==> config.mk <==
export PLATFORM = sky130hd
export DESIGN_NAME = ram_port_arbiter
export DESIGN_NICKNAME = d
export VERILOG_FILES = /design/src/rtl/ram_port_arbiter.sv
export SDC_FILE = /design/constraint.sdc
export NUM_CORES = 1
export LEC_CHECK = 0
export ABC_AREA = 1
export CORE_MARGIN = 2
export CORE_UTILIZATION = 25
export CTS_CLUSTER_SIZE = 20
export DETAILED_ROUTE_END_ITERATION = 8
export GPL_ROUTABILITY_DRIVEN = 0
export PLACE_DENSITY = 0.79
export SETUP_SLACK_MARGIN = 0.4
export SYNTH_ARGS = -nofsm -noshare
export SYNTH_HDL_FRONTEND = slang
export SYNTH_SLANG_ARGS = --single-unit
==> constraint.sdc <==
create_clock -name clk -period 1.4 [get_ports clk]
set_input_delay 0.28 -clock clk [delete_from_list [all_inputs] [get_ports clk]]
set_output_delay 0.28 -clock clk [all_outputs]
set_load 0.01 [all_outputs]
==> src/rtl/ram_port_arbiter.sv <==
`default_nettype none
// ============================================================================
// Module   : ram_port_arbiter
// Purpose  : Two-client round-robin arbiter in front of a single-port RAM.
//            Each client issues read/write commands over valid/ready. At most
//            one RAM access is issued per cycle, and read data goes back to
//            the issuing client one cycle after acceptance.
// Ports    : clk, rst                      - clock, synchronous active-high reset
//            req<i>_valid/ready/we/addr/wdata - client <i> command channel
//            rsp<i>_valid/rdata            - client <i> read response (1-cycle pulse)
//            ram_enable/read_en/address/data_in - RAM command, sole driver
//            ram_data_out                  - RAM read data (1 cycle after access)
// Revision : 1.0 - initial release
// ============================================================================
module ram_port_arbiter #(
    parameter int WIDTH = 8,
    parameter int DEPTH = 16,
    parameter int ADDR  = $clog2(DEPTH)
) (
    input  logic             clk,
    input  logic             rst,
    // client 0
    input  logic             req0_valid,
    output logic             req0_ready,
    input  logic             req0_we,
    input  logic [ADDR-1:0]  req0_addr,
    input  logic [WIDTH-1:0] req0_wdata,
    output logic             rsp0_valid,
    output logic [WIDTH-1:0] rsp0_rdata,
    // client 1
    input  logic             req1_valid,
    output logic             req1_ready,
    input  logic             req1_we,
    input  logic [ADDR-1:0]  req1_addr,
    input  logic [WIDTH-1:0] req1_wdata,
    output logic             rsp1_valid,
    output logic [WIDTH-1:0] rsp1_rdata,
    // RAM
    output logic             ram_enable,
    output logic             ram_read_en,
    output logic [ADDR-1:0]  ram_address,
    output logic [WIDTH-1:0] ram_data_in,
    input  logic [WIDTH-1:0] ram_data_out
);

    // Client identifiers, used for the priority pointer and the response tag.
    localparam logic [0:0] c_CLIENT0 = 1'b0;
    localparam logic [0:0] c_CLIENT1 = 1'b1;

    logic [0:0]       r_last_gnt;   // client granted most recently
    logic             r_rd_pend;    // a read was issued in the previous cycle
    logic [0:0]       r_rd_id;      // which client issued that read

    logic             w_gnt0;
    logic             w_gnt1;
    logic             w_any_gnt;
    logic             w_we;
    logic [ADDR-1:0]  w_addr;
    logic [WIDTH-1:0] w_wdata;
    logic             w_rd_issue;

    // ------------------------------------------------------------------
    // Grant: a lone requester always wins; on a tie the client that was
    // not granted last wins. Nothing is granted while in reset, so a
    // command presented during reset is simply not accepted.
    // ------------------------------------------------------------------
    always_comb begin
        w_gnt0 = 1'b0;
        w_gnt1 = 1'b0;
        if (!rst) begin
            w_gnt0 = req0_valid && (!req1_valid || (r_last_gnt == c_CLIENT1));
            w_gnt1 = req1_valid && (!req0_valid || (r_last_gnt == c_CLIENT0));
        end
    end

    assign req0_ready = w_gnt0;
    assign req1_ready = w_gnt1;
    assign w_any_gnt  = w_gnt0 | w_gnt1;

    // Granted command, selected by grant (client 0 when nothing is granted;
    // the RAM drive below masks it back to idle in that case).
    assign w_we    = w_gnt1 ? req1_we    : req0_we;
    assign w_addr  = w_gnt1 ? req1_addr  : req0_addr;
    assign w_wdata = w_gnt1 ? req1_wdata : req0_wdata;

    // ------------------------------------------------------------------
    // RAM drive. Idle values: enable=0, read_en=1, address=0, data_in=0.
    // ------------------------------------------------------------------
    always_comb begin
        ram_enable  = 1'b0;
        ram_read_en = 1'b1;
        ram_address = '0;
        ram_data_in = '0;
        if (w_any_gnt) begin
            ram_enable  = 1'b1;
            ram_read_en = ~w_we;
            ram_address = w_addr;
            ram_data_in = w_we ? w_wdata : '0;
        end
    end

    assign w_rd_issue = w_any_gnt & ~w_we;

    // ------------------------------------------------------------------
    // Priority pointer: moves only when something is granted. Reset points
    // it at client 1 so that client 0 wins the first tie.
    // ------------------------------------------------------------------
    always_ff @(posedge clk) begin
        if (rst) begin
            r_last_gnt <= c_CLIENT1;
        end else if (w_gnt0) begin
            r_last_gnt <= c_CLIENT0;
        end else if (w_gnt1) begin
            r_last_gnt <= c_CLIENT1;
        end
    end

    // ------------------------------------------------------------------
    // Response tag, captured every edge. The RAM presents read data in the
    // cycle after the access, which is exactly when this tag is valid.
    // ------------------------------------------------------------------
    always_ff @(posedge clk) begin
        if (rst) begin
            r_rd_pend <= 1'b0;
            r_rd_id   <= c_CLIENT0;
        end else begin
            r_rd_pend <= w_rd_issue;
            r_rd_id   <= w_gnt1 ? c_CLIENT1 : c_CLIENT0;
        end
    end

    // Response steering: only the tagged client sees data, the other gets 0.
    always_comb begin
        rsp0_valid = 1'b0;
        rsp1_valid = 1'b0;
        rsp0_rdata = '0;
        rsp1_rdata = '0;
        if (r_rd_pend) begin
            if (r_rd_id == c_CLIENT1) begin
                rsp1_valid = 1'b1;
                rsp1_rdata = ram_data_out;
            end else begin
                rsp0_valid = 1'b1;
                rsp0_rdata = ram_data_out;
            end
        end
    end

endmodule
`default_nettype wire

==> qor.yml <==
timing:
  setup_violations: 15
  min_period_ns: 1.64
  fin_crit_sh: 1.17
  skew_ns: 0.00624
  fmaxAchievable_mhz: 609
  rsz0062_at_grt: "true"
  slew_headroom: 0.856
  hold_violations: 0
  worst_slew_pin_slew_ns: 0.215
  drv_slew: 0
  worst_slack_ns: -0.241
final_layout:
  diodes: 0
  drive_gt1_frac: 0.671
  final_cell_mix: "buf_6, clkdlybuf4s50_1, nand2_1"
  area_growth_pct: 220
  final_nets: 246
  design_area_um2: 1740
  final_common_cell: "buf_6"
  fillCellCount: 111
critical_path:
  cp_slowest_stage_delay_ns: 0.37
  crit_chain: "nand2_4 -> nand3_4 -> buf_6 -> buf_6 -> nand2_1 -> a21oi_2 -> buf_2"
  path_buf_inv: 3
  crit_type: "flop to primary output"
  end_kind: "primary output"
  critPathTopFamily: "buffers and inverters"
  cp.arrival_ns: 1.36
  required_ns: 1.12
  cpMaxStageDelayCell: "dfxtp_2"
  path_common_cell: "buf_6"
  start_kind: "flop"
  cp_max_fo: 5
global_routing:
  grt.total_usage: 0.234
  grt_pass1_wl_um: 4400
  grt_pass1_vias: 1021
  grt_overflow: 0
  grt_max_degree: 9
  antenna_found_initial: 0
logic_synthesis:
  synth_cell_type_count: 16
  synth_nets: 142
  yosys_most_used_dff: "dfxtp_1"
  ys_seq_elements: 3
  ys_seq_area_frac: 0.110
  async_flop_share: 0
  syn_area_um2: 544
  synth_edf_count: 0
  avgSynthCellArea_um2: 5.23
  syn_inst: 104
  yosys_warnings: 0
drt:
  drt_wl_total_um: 3220
  drc: 0
  dr.pass1.iters: 4
  drtIter0Drc: 6
  postRouteAntennaNets: 0
  viasPerCell: 4.64
  wl_per_cell_um: 13.8
  num_vias: 1085
power:
  peakVddDrop_uv: 288
  power_mw: 0.753
  power.density_nw_per_um2: 432
  leakagePower_nw: 0.863
clocking:
  cts_hold_buf: 0
  cts-buffers-inserted: 3
  root_buffer: "clkbuf_4"
  cts_buffer_depth: 2
  clock_sinks: 3
  clkTransAtPathRegs_ns: 0.05
  htree_levels: 1
  tritoncts: "done"
  clk_latency_ns: 0.25
floorplan:
  die_w_um: 50.7
  rows: 16
  io_pins: 72
  design.die.area_um2: 2570
  die_y_um: 50.7
  initial_core_util: 0.272
  core_um2: 2000
worst_hold_path:
  hp-class: "primary input to flop"
flow_run:
  cap_viol_max_count: 0
placement:
  dpl_cell_area_um2: 1420
  portBuffers: 71
  dpl.hpwl_um: 2020
run_status:
  outcome: "complete, but fails checks"
  violations: "negative setup slack"
## metal layers
metal	track usage	wire length, µm	vias up
met3	0.0685	302	6
met4	0.135	71	0
li1	-	-	519
met5	0	0	-
met2	0.463	1790	70
met1	0.203	1060	490
## metrics by stage
step           hold WS, ns  setup TNS, ns  instances  worst slack, ns   util
6_report             0.297          -2.77        234           -0.241  0.871
4_1_cts              0.261          -1.88        230           -0.188  0.794
3_5_place_dp         0.530         -18.97        213           -0.943  0.711
2_1_floorplan        0.388              0        104            0.155      -
5_1_grt              0.294          -3.46        234           -0.308  0.871
3_3_place_gp         0.525         -18.06        213           -0.881  0.711
## where the power goes
group	total, mW	switching [mW]	leakage (nW)	internal (mW)
logic	0.482	0.226	0.822	0.256
registers	0.0974	0.00684	0.0260	0.0906
clock network	0.174	0.0654	0.0150	0.108
## path summary, 6_finish.rpt
kind	from	cells past startpoint	slack, ns	to
worst min-delay path	req0_valid	2	0.30	r_last_gnt
worst max register to register	r_last_gnt	6	0.24	r_last_gnt
worst min register to register	r_last_gnt	3	0.72	r_last_gnt
worst max-delay path	r_last_gnt	7	-0.24	ram_address[2]
## sequential cells by signal, indices dropped and copies added (netlist names)
name	count
r_rd_pend	1
r_rd_id	1
r_last_gnt	1
## synthesized netlist by cell type (2+ instances only)
master,instances,share of area
a21oi_1,5,0.046
dfxtp_1,3,0.11
inv_1,25,0.17
inv_2,3,0.021
nand2_1,26,0.18
nand3_1,8,0.074
nand3_4,2,0.064
nor2_1,17,0.12
nor2_2,8,0.092
## cells by family after synthesis
| kind of cell | count (synthesis) | synth area share |
|---|---|---|
| simple gates | 64 | 0.586 |
| compound gates | 8 | 0.0897 |
| flops | 3 | 0.110 |
| buf+inv | 29 | 0.214 |
## cell type report
type | instances | area [µm²] | share of cell area
flip-flops and latches | 3 | 68.8 | 0.0395
clock buffers | 4 | 26.3 | 0.0151
repair buffers | 98 | 898 | 0.515
well taps | 27 | 33.8 | 0.0194
multi-input cells | 74 | 593 | 0.340
inverters | 28 | 123 | 0.0704
## worst reg2reg max path, stage by stage, from the launching register on
cell and delay, ns:
dfxtp_2 0.34, nand2_4 0.10, nand3_4 0.11, buf_6 0.16
buf_4 0.13, buf_6 0.11, o211ai_1 0.10
## what timing repair did
action,CTS,global route
resized for setup,223,32
setup buffers,11,4
pin swaps,19,22
cloned,2,0
setup endpoints to repair,37,36
Power figures use the tool's default switching activity.
